$ cat src/rtl/cpu_fetch_pkg.sv
// cpu_fetch_pkg: shared vectors, queue entry type and pointer sizing for the fetch front end
package cpu_fetch_pkg;
  localparam logic [31:0] RESET_PC_DEF  = 32'h0000_0000;
  localparam logic [31:0] ILLOP_VEC_DEF = 32'h8000_0004;
  localparam logic [31:0] XADR_VEC_DEF  = 32'h8000_0008;
  typedef struct packed {
    logic [31:0] pc;
    logic [31:0] instr;
  } entry_t;
  function automatic int ptr_w(input int depth);
    return $clog2(depth) + 1;
  endfunction
endpackage

$ cat src/rtl/fetch_queue.sv
// fetch_queue: in-order ring of fetched words tracked by alloc/fill/rd pointers
module fetch_queue import cpu_fetch_pkg::*; #(
  parameter int DEPTH = 4
) (
  input  logic                      clk,
  input  logic                      reset,
  input  logic                      push,
  input  logic [31:0]               push_pc,
  input  logic                      fill_en,
  input  logic [31:0]               fill_instr,
  input  logic                      pop,
  input  logic                      flush,
  output logic [ptr_w(DEPTH)-1:0]   occ,
  output logic [ptr_w(DEPTH)-1:0]   in_flight,
  output logic                      out_valid,
  output entry_t                    head,
  output logic                      nxt_ok,
  output logic [31:0]               nxt_pc
);
  localparam int AW = $clog2(DEPTH);
  localparam int PW = ptr_w(DEPTH);
  typedef logic [PW-1:0] ptr_t;
  entry_t ring_q [DEPTH];
  entry_t ring_d [DEPTH];
  ptr_t alloc_q, alloc_d, fill_q, fill_d, rd_q, rd_d, sel;
  assign occ       = alloc_q - rd_q;
  assign in_flight = alloc_q - fill_q;
  assign out_valid = rd_q != fill_q;
  assign head      = ring_q[rd_q[AW-1:0]];
  assign sel       = rd_q + ptr_t'(pop);
  assign nxt_ok    = sel != alloc_q;
  assign nxt_pc    = ring_q[sel[AW-1:0]].pc;
  // allocate on grant, fill on response, pop on delivery; a flush rewinds all pointers
  always_comb begin
    ring_d = ring_q;
    if (push) ring_d[alloc_q[AW-1:0]].pc = push_pc;
    if (fill_en) ring_d[fill_q[AW-1:0]].instr = fill_instr;
    alloc_d = flush ? '0 : alloc_q + ptr_t'(push);
    fill_d  = flush ? '0 : fill_q + ptr_t'(fill_en);
    rd_d    = flush ? '0 : rd_q + ptr_t'(pop);
  end
  // ring storage and pointer registers
  always_ff @(posedge clk or negedge reset)
    if (!reset) begin
      ring_q  <= '{default: '0};
      alloc_q <= '0;
      fill_q  <= '0;
      rd_q    <= '0;
    end else begin
      ring_q  <= ring_d;
      alloc_q <= alloc_d;
      fill_q  <= fill_d;
      rd_q    <= rd_d;
    end
endmodule

$ cat src/rtl/fetch_unit.sv
// fetch_unit: decoupled instruction fetcher; FETCH_IRQ_EN enables interrupt entry and epc capture
module fetch_unit import cpu_fetch_pkg::*; #(
  parameter int          DEPTH     = 4,
  parameter logic [31:0] RESET_PC  = RESET_PC_DEF,
  parameter logic [31:0] ILLOP_VEC = ILLOP_VEC_DEF,
  parameter logic [31:0] XADR_VEC  = XADR_VEC_DEF
) (
  input  logic        clk,
  input  logic        reset,
  output logic        imem_req,
  output logic [31:0] imem_addr,
  input  logic        imem_gnt,
  input  logic        imem_rvalid,
  input  logic [31:0] imem_rdata,
  output logic        out_valid,
  input  logic        out_ready,
  output logic [31:0] out_instr,
  output logic [31:0] out_pc,
  output logic [31:0] out_pc4,
  input  logic        redirect_valid,
  input  logic [31:0] redirect_pc,
  input  logic        irq,
  output logic        irq_taken,
  output logic [31:0] epc
);
  localparam int PW = ptr_w(DEPTH);
  typedef logic [PW-1:0] ptr_t;
  localparam ptr_t FULL = ptr_t'(DEPTH);
  logic        run_q, run_d;
  logic [31:0] fetch_pc_q, fetch_pc_d, nxt_pc, target;
  ptr_t        drop_q, drop_d, occ, in_flight;
  logic        push, fill_en, pop, flush, irq_acc, nxt_ok;
  entry_t      head;
  assign imem_req  = run_q && occ != FULL && drop_q == '0;
  assign imem_addr = fetch_pc_q;
  assign push      = imem_req && imem_gnt;
  assign fill_en   = imem_rvalid && drop_q == '0;
  assign pop       = out_valid && out_ready;
  assign flush     = redirect_valid || irq_acc;
  assign target    = redirect_valid ? (redirect_pc[1:0] != 2'b00 ? ILLOP_VEC : redirect_pc) : XADR_VEC;
  assign out_instr = head.instr;
  assign out_pc    = head.pc;
  assign out_pc4   = head.pc + 32'd4;
  assign irq_taken = irq_acc;
  fetch_queue #(.DEPTH(DEPTH)) u_queue (
    .clk        (clk),
    .reset      (reset),
    .push       (push),
    .push_pc    (fetch_pc_q),
    .fill_en    (fill_en),
    .fill_instr (imem_rdata),
    .pop        (pop),
    .flush      (flush),
    .occ        (occ),
    .in_flight  (in_flight),
    .out_valid  (out_valid),
    .head       (head),
    .nxt_ok     (nxt_ok),
    .nxt_pc     (nxt_pc)
  );
  // next fetch address; on flush, every outstanding response not returned this cycle becomes stale
  always_comb begin
    run_d      = 1'b1;
    fetch_pc_d = flush ? target : fetch_pc_q + (push ? 32'd4 : 32'd0);
    drop_d     = drop_q - ptr_t'(imem_rvalid && drop_q != '0)
               + (flush ? in_flight + ptr_t'(push) - ptr_t'(fill_en) : '0);
  end
  // fetch pc, stale-response count and post-reset issue enable
  always_ff @(posedge clk or negedge reset)
    if (!reset) begin
      run_q      <= 1'b0;
      fetch_pc_q <= RESET_PC;
      drop_q     <= '0;
    end else begin
      run_q      <= run_d;
      fetch_pc_q <= fetch_pc_d;
      drop_q     <= drop_d;
    end
`ifdef FETCH_IRQ_EN
  logic [31:0] epc_q, epc_d;
  assign irq_acc = irq && !fetch_pc_q[31] && !redirect_valid;
  assign epc     = epc_q;
  // resume at the oldest allocated entry that survives this cycle, else at the fetch pc
  always_comb epc_d = irq_acc ? (nxt_ok ? nxt_pc : fetch_pc_q) : epc_q;
  // epc holds until the next interrupt entry
  always_ff @(posedge clk or negedge reset)
    if (!reset) epc_q <= '0;
    else epc_q <= epc_d;
`else
  logic unused_irq;
  assign irq_acc    = 1'b0;
  assign epc        = '0;
  assign unused_irq = ^{irq, nxt_ok, nxt_pc};
`endif
endmodule

$ cat config.mk
export PLATFORM = sky130hd
export DESIGN_NAME = fetch_unit
export DESIGN_NICKNAME = d
export VERILOG_FILES = /design/src/rtl/cpu_fetch_pkg.sv /design/src/rtl/fetch_queue.sv /design/src/rtl/fetch_unit.sv
export SDC_FILE = /design/constraint.sdc
export NUM_CORES = 1
export LEC_CHECK = 0
export BUFFER_PORTS_ARGS = -buffer_cell sky130_fd_sc_hd__clkbuf_2
export CAP_MARGIN = 20
export CORE_MARGIN = 10
export CORE_UTILIZATION = 58
export DETAILED_ROUTE_END_ITERATION = 8
export PLACE_DENSITY = 0.9
export SLEW_MARGIN = 20
export SYNTH_ARGS = -nofsm -noshare
export SYNTH_HDL_FRONTEND = slang
export SYNTH_HIERARCHICAL = 1
export SYNTH_SLANG_ARGS = --single-unit
$ cat constraint.sdc
create_clock -name clk -period 4.25 [get_ports clk]
set_input_delay 0.2125 -clock clk [delete_from_list [all_inputs] [get_ports clk]]
set_output_delay 0.2125 -clock clk [all_outputs]
set_load 0.01 [all_outputs]
# After elaboration in Yosys (flattened, before gate mapping)
# Cells that the tools add are included.
totals:
  regBits: 301
  mem_bits_rw: 0
  memories: 0
  output_inout_bits: 163
  latch_bits: 0
  inputBits: 71
  elab_cells: 64
  mem_bits_ro: 0
classes:
  shifts: 0
  n_bitwise: 3
  add_sub_neg: 11
  n_mul: 0
  order_cmp: 5
  eq_ne: 2
  n_div: 0
  n_reduce_logical: 11
  n_mux: 18
op_table:
  columns: ["operator", "n"]
  rows:
  - ["256-bit bitwise mux", 2]
  - ["256-bit two-way mux", 2]
  - ["64-bit demux with 2-bit select", 2]
  - ["64-bit two-way mux", 3]
  - ["64-bit binary-select mux with 2-bit select", 1]
  - ["32-bit two-way mux", 3]
  - ["32-bit by 3-bit adder with 32-bit output", 1]
  - ["32-bit by 3-bit adder with 32-bit output (second input constant)", 1]
  - ["3-bit two-way mux", 5]
  - ["3-bit by 1-bit adder with 3-bit output", 4]
  - ["3-bit >= comparator (second input constant)", 3]
  - ["2-bit NOT with 3-bit output", 3]
  - ["1-bit logical AND", 8]
  - ["3-bit by 1-bit < comparator with 1-bit output (second input constant)", 2]
  - ["3-bit by 1-bit subtractor with 3-bit output", 2]
  - ["3-bit subtractor", 2]
  - ["3-bit adder", 1]
  - ["3-bit zero test", 1]
  - ["3-bit != test", 1]
  - ["3-bit != test (second input constant)", 1]
  - ["3-bit nonzero test", 1]
  - ["2-bit nonzero test", 1]

# Longest topological paths before layout
# Gate-level depths: netlist of run 1.
depth:
  ltp_word: 9
  ltp_mapped: 20
  mapped_depth_nobuf: 19

# Modules after synthesis
# Netlist of run 1, hierarchy kept.
modules_own_cells:
  columns: ["mod", "cells_each", "n_inst", "area_per_inst_um2"]
  rows:
  - ["fetch_queue", 714, 1, 12381.9]
  - ["fetch_unit", 337, 1, 2861.5]

# Least setup slack after synthesis of run 1
# No wires, ideal clock.
synth_timing:
  path_kind: "reg-to-reg"
  startpoint: "register u_queue.alloc_q[0]"
  endpoint: "register drop_q[2]"
  path_buffers: 1
  path_slack_ps: 408
  arrival_ps: 3720
  required_time_ps: 4127
  path_stages_with_launch: 19
  cell_sequence: "dfrtp_1 > buf_2 > inv_1 > ha_1 > fa_1 > xnor2_1 > inv_1 > o311a_1 > nand2_1 > ha_1 > inv_1 > ha_1 > fa_1 > nand2_1 > ha_1 > fa_1 > xor2_1 > xnor2_1 > xnor2_1"
synth_via:
  elab_chain_len: 9
synth_lines:
  columns: ["element", "line", "text"]
  rows:
  - ["start: declaration", "fetch_queue.sv:25", "ptr_t alloc_q, alloc_d, fill_q, fill_d, rd_q, rd_d, sel;"]
  - ["start signal: assignment", "fetch_queue.sv:51", "alloc_q <= alloc_d;"]
  - ["3-bit subtractor", "fetch_queue.sv:26", "assign occ = alloc_q - rd_q;"]
  - ["net occ[2]", "fetch_unit.sv:31", "ptr_t drop_q, drop_d, occ, in_flight;"]
  - ["3-bit != test", "fetch_unit.sv:34", "assign imem_req = run_q && occ != FULL && drop_q == '0;"]
  - ["1-bit logical AND (2 in series)", "fetch_unit.sv:34", null]
  - ["net imem_req", "fetch_unit.sv:10", "output logic imem_req,"]
  - ["1-bit logical AND", "fetch_unit.sv:36", "assign push = imem_req && imem_gnt;"]
  - ["3-bit by 1-bit adder with 3-bit output", "fetch_unit.sv:66", "+ (flush ? in_flight + ptr_t'(push) - ptr_t'(fill_en) : '0);"]
  - ["3-bit by 1-bit subtractor with 3-bit output", "fetch_unit.sv:66", null]
  - ["3-bit two-way mux", "fetch_unit.sv:66", null]
  - ["3-bit adder", "fetch_unit.sv:66", null]
  - ["net drop_d[2]", "fetch_unit.sv:31", null]
  - ["end signal: assignment", "fetch_unit.sv:77", "drop_q <= drop_d;"]
  - ["end: declaration", "fetch_unit.sv:31", null]
# The timed path passes the listed nets, and every way through them passes these cells.

# Worst setup path in the final report of run 1
layout_timing:
  startpoint: "register u_queue.rd_q[1]"
  endpoint: "output port out_pc4[24]"
layout_via:
  elab_chain_len: 5
layout_lines:
  columns: ["element", "line", "text"]
  rows:
  - ["start: declaration", "fetch_queue.sv:25", null]
  - ["start signal: assignment", "fetch_queue.sv:53", "rd_q <= rd_d;"]
  - ["2-bit NOT with 3-bit output (not written as such)", "fetch_queue.sv:29", "assign head = ring_q[rd_q[AW-1:0]];"]
  - ["64-bit binary-select mux with 2-bit select", "fetch_queue.sv:29", null]
  - ["64-bit two-way mux (not written as such) (2 in series)", "fetch_queue.sv:29", null]
  - ["32-bit by 3-bit adder with 32-bit output", "fetch_unit.sv:43", "assign out_pc4 = head.pc + 32'd4;"]
  - ["end: declaration", "fetch_unit.sv:19", "output logic [31:0] out_pc4,"]
# Every way passes these cells. The select of a mux whose other input is x is not followed.

==> results of run 1 <==
[what timing repair did]
item | in CTS | in global routing
setup endpoints to repair | 2 | 7
hold buffers | 63 | 0
gates resized for setup | 1 | 3
gates cloned | 0 | 0
endpoints found under the hold margin | 286 | 0
[area by class of cell]
type / instances / share of cell area
Antenna cell: 2 / 0.000289
Multi-Input combinational cell: 631 / 0.371
Tap cell: 324 / 0.0234
Timing Repair Buffer: 275 / 0.102
Clock buffer: 42 / 0.0513
Sequential cell: 301 / 0.436
Inverter: 21 / 0.00455
Clock inverter: 16 / 0.0112
[registers in the layout, summed over array words and instances, names as in the netlist]
name and count:
u_queue/ring_q 256, imem_addr 32, drop_q 3, u_queue/alloc_q 3, u_queue/fill_q 3, u_queue/rd_q 3, run_q 1
[metal layers]
| metal | global-route usage | wire length [µm] | part of all wire | up-vias |
|---|---|---|---|---|
| met5 | 0 | 0 | 0 | - |
| met4 | 0.0663 | 811 | 0.023 | 0 |
| met3 | 0.0467 | 2480 | 0.070 | 75 |
| met2 | 0.396 | 18300 | 0.51 | 347 |
| met1 | 0.264 | 14000 | 0.39 | 4911 |
| li1 | - | - | - | 4049 |
[power breakdown]
part / switching, mW / internal [mW] / leakage [nW]
clock network: 1.13 / 1.71 / 0.538
registers: 0.256 / 3.27 / 4.08
logic: 1.36 / 1.31 / 3.88
total: 2.74 / 6.28 / 8.50
[worst max-delay path, stage by stage (launching register included)]
cell	delay, ns
dfrtp_4	0.42
clkbuf_8	0.56
mux4_2	0.44
ha_1	0.27
and4_1	0.32
nand3_1	0.20
nor2_2	0.37
nand3_1	0.16
xnor2_1	0.21
clkbuf_2	0.18
[worst max path at each step]
stage / from / to / slack [ns] / depth (start not counted)
floorplan: u_queue/alloc_q[0] / drop_q[2] / 0.43 / 18
global placement: u_queue/alloc_q[1] / drop_q[2] / 0.44 / 16
detailed placement: u_queue/alloc_q[1] / drop_q[2] / 0.33 / 16
CTS: u_queue/rd_q[0] / out_pc4[28] / 0.15 / 9
global route: u_queue/alloc_q[1] / drop_q[2] / 0.04 / 16
finish: u_queue/rd_q[1] / out_pc4[24] / 0.35 / 9
==> results.yml, run 1 <==
worst_hold_path:
  hold_end: "u_queue/fill_q[2]"
  worstHoldPathType: "in -> reg"
  hold-path-cell-count: 2
  hp-start: "redirect_valid"
critical_path:
  crit_required_ns: 4.04
  crit_path_start_kind: "register"
  r2r_slack_ns: 0.36
  worst-path-max-fanout: 66
  rr_endpoint: "drop_q[2]"
  path_class: "reg -> out"
  arrival_ns: 3.69
  reg2reg_depth: 16
  r2r-start: "u_queue/alloc_q[1]"
  worstSetupEndpointType: "output port"
finish:
  stdcell_area_um2: 17300
  n_fill_cell: 1554
  multiInputGateArea_um2: 6430
  drive_above_1_share: 0.467
  area_delta_synth_final_pct: 19.7
  nets: 1352
  finalCoreUtilization: 0.710
  ff_latch_area_um2: 7540
  final_cell_mix: "dfrtp_1 (299), mux2_2 (249), clkbuf_2 (198)"
  instances_no_fill: 1612
  final_common_cell: "dfrtp_1"
global_routing:
  grt_pass1_wl_um: 56700
  antenna_found_initial: 2
  global_route.usage.total: 0.222
  grt_pass1_vias: 10500
  grt_overflow: 0
  grt_max_degree: 131
floorplanning:
  rows: 57
  chipWidth_um: 178
  fp.dieH_um: 178
  initial_utilization: 0.593
  coreArea_um2: 24400
  boundaryPins: 234
  die_area_um2: 31600
drt:
  drt_iter0_drc: 574
  drc: 0
  num_vias: 9382
  wire_per_inst_um: 22.1
  drtPass1Iterations: 5
  vias_per_cell: 5.82
  wl_um: 35600
  drtAntennaViolNets: 0
sta:
  setup_ws_ns: 0.350
  period_needed_ns: 3.90
  hold_viol_final: 0
  min_period_over_period: 0.918
  fmax_mhz: 256
  hold_slack_ns: 0.0609
  slew_viol_final: 0
  rsz0062_at_grt: "false"
  setup_viol_count_final: 0
  worst_pin_slew_ns: 1.01
  tns_ns: 0
  skew_ns: 0.0156
  max_slew_margin: 0.328
clocking:
  cts_tree: "yes"
  clk_pin_slew_ns: 0.06
  htree_levels: 1
  cts_sinks: 301
  post_cts_buffers: 0
  clk-insertion-delay-late_ns: 0.56
  clock-root-buffer: "clkbuf_16"
  cts_buffer_depth: 3
  cts_buffers: 31
synth:
  netlist_area_um2: 14500
  syn_inst: 1011
  postSynthAreaPerCell_um2: 14.3
  yosysWarningCount: 6
placement:
  place_area_um2: 15600
  dp_slack_ns: 0.327
  placement.io_buffers: 199
  dpl.hpwl_um: 22100
  dp.cells: 1489
  gp_congestion: 0.797
power:
  power_per_cell_area_nw_per_um2: 521
  peakVddDrop_v: 0.000377
  p_leak_nw: 8.50
  finalPower_mw: 9.02
flow_run:
  cap_violations: 0
run_status:
  status: "complete, no violations"
No activity file was read; power rests on OpenSTA's default activity.
==> inputs of run 2 (changes only) <==
- PLACE_DENSITY: 0.9 -> 0.93
==> results.yml, run 2 (synthesis gave the netlist of run 1 again) <==
global_routing:
  grt_pass1_vias: 10300
  global_route.usage.total: 0.226
  grt_overflow: 0
  grt_pass1_wl_um: 57300
  grt_max_degree: 137
  antenna_found_initial: 2
clocking:
  clk_pin_slew_ns: 0.06
  cts_tree: "yes"
  cts_buffers: 31
  clk-insertion-delay-late_ns: 0.54
  cts_sinks: 301
  cts_buffer_depth: 3
  htree_levels: 1
  post_cts_buffers: 0
  clock-root-buffer: "clkbuf_16"
critical_path:
  r2r-start: "u_queue/rd_q[0]"
  crit_path_start_kind: "register"
  rr_endpoint: "drop_q[2]"
  reg2reg_depth: 16
  path_class: "reg -> out"
  worstSetupEndpointType: "output port"
  crit_required_ns: 4.04
  worst-path-max-fanout: 38
  r2r_slack_ns: 0.42
  arrival_ns: 3.73
floorplanning:
  rows: 57
  coreArea_um2: 24400
  chipWidth_um: 178
  fp.dieH_um: 178
  initial_utilization: 0.593
  boundaryPins: 234
  die_area_um2: 31600
finish:
  stdcell_area_um2: 17300
  final_common_cell: "dfrtp_1"
  drive_above_1_share: 0.467
  instances_no_fill: 1611
  regMostFlops: "u_queue/ring_q"
  nets: 1356
  area_delta_synth_final_pct: 19.9
  largest_reg_flops: 256
  final_cell_mix: "dfrtp_1 (299), mux2_2 (249), clkbuf_2 (198)"
sta:
  rsz0062_at_grt: "false"
  max_slew_margin: 0.326
  slew_viol_final: 0
  setup_ws_ns: 0.307
  setup_viol_count_final: 0
  tns_ns: 0
  skew_ns: 0.00830
  fmax_mhz: 254
  min_period_over_period: 0.928
  period_needed_ns: 3.94
  worst_pin_slew_ns: 1.01
  hold_viol_final: 0
drt:
  drtAntennaViolNets: 0
  vias_per_cell: 5.86
  wl_um: 36000
  drt_iter0_drc: 616
  wire_per_inst_um: 22.3
  drtPass1Iterations: 5
  num_vias: 9436
  drc: 0
worst_hold_path:
  hp-start: "redirect_pc[1]"
  hold_end: "imem_addr[31]"
  worstHoldPathType: "in -> reg"
  hold-path-cell-count: 4
placement:
  dp.cells: 1493
  gp_congestion: 0.790
  dpl.hpwl_um: 22300
  placement.io_buffers: 199
  dp_slack_ns: 0.392
  place_area_um2: 15600
power:
  finalPower_mw: 9.10
  p_leak_nw: 8.52
  power_per_cell_area_nw_per_um2: 525
  peakVddDrop_v: 0.000428
flow_run:
  cap_violations: 0
run_status:
  status: "complete, no violations"
run 2: timing repair:
| item | in CTS | in global routing |
|---|---|---|
| hold endpoints to repair | 290 | 0 |
| hold buffers | 63 | 0 |
| endpoints found under the setup margin | 0 | 7 |
| gates resized for setup | 0 | 1 |
run 2: final cells by class:
type,instances,area [µm²]
sequential,301,7540
fill,1497,7050
multi-input combinational,631,6420
timing repair buffer,279,1780
clock buffer,42,897
tap,324,405
clock inverter,12,213
inverter,21,78.8
antenna,1,2.50
run 2: worst max-delay path, cell delays in order (launching register included):
cell      delay [ns]
dfrtp_4         0.41
buf_4           0.52
mux4_2          0.43
ha_1            0.22
and4_1          0.30
nand3_1         0.18
nor2_1          0.53
nand4_1         0.21
xnor2_1         0.20
clkbuf_2        0.17
run 2: metrics by stage:
stage / util / hold slack (ns)
after global placement: 0.639 / 0.407
after detailed placement: 0.639 / 0.413
after CTS: 0.711 / 0.113
after global routing: 0.711 / 0.137
after floorplan: - / -0.0831
final: 0.711 / 0.137
run 2: per-layer routing:
| metal | track usage | vias up | share of wire |
|---|---|---|---|
| met5 | 0 | - | 0.00036 |
| met4 | 0.0775 | 2 | 0.028 |
| met3 | 0.0497 | 88 | 0.073 |
| met2 | 0.393 | 380 | 0.51 |
| met1 | 0.272 | 4899 | 0.39 |
| li1 | - | 4067 | - |
run 2: power by group:
part	switching [mW]	internal (mW)
Combinational	1.35	1.30
Sequential	0.252	3.27
Clock	1.09	1.83
Total	2.70	6.40
run 2: worst max path at each step:
stage | slack [ns] | startpoint | to | cells past startpoint
CTS | 0.10 | u_queue/rd_q[0] | out_pc4[28] | 9
floorplan | 0.43 | u_queue/alloc_q[0] | drop_q[2] | 18
detailed placement | 0.39 | u_queue/rd_q[0] | drop_q[2] | 16
global route | 0.11 | u_queue/rd_q[0] | out_pc4[20] | 9
global placement | 0.53 | u_queue/rd_q[0] | drop_q[2] | 16
finish | 0.31 | u_queue/rd_q[1] | out_pc4[22] | 9
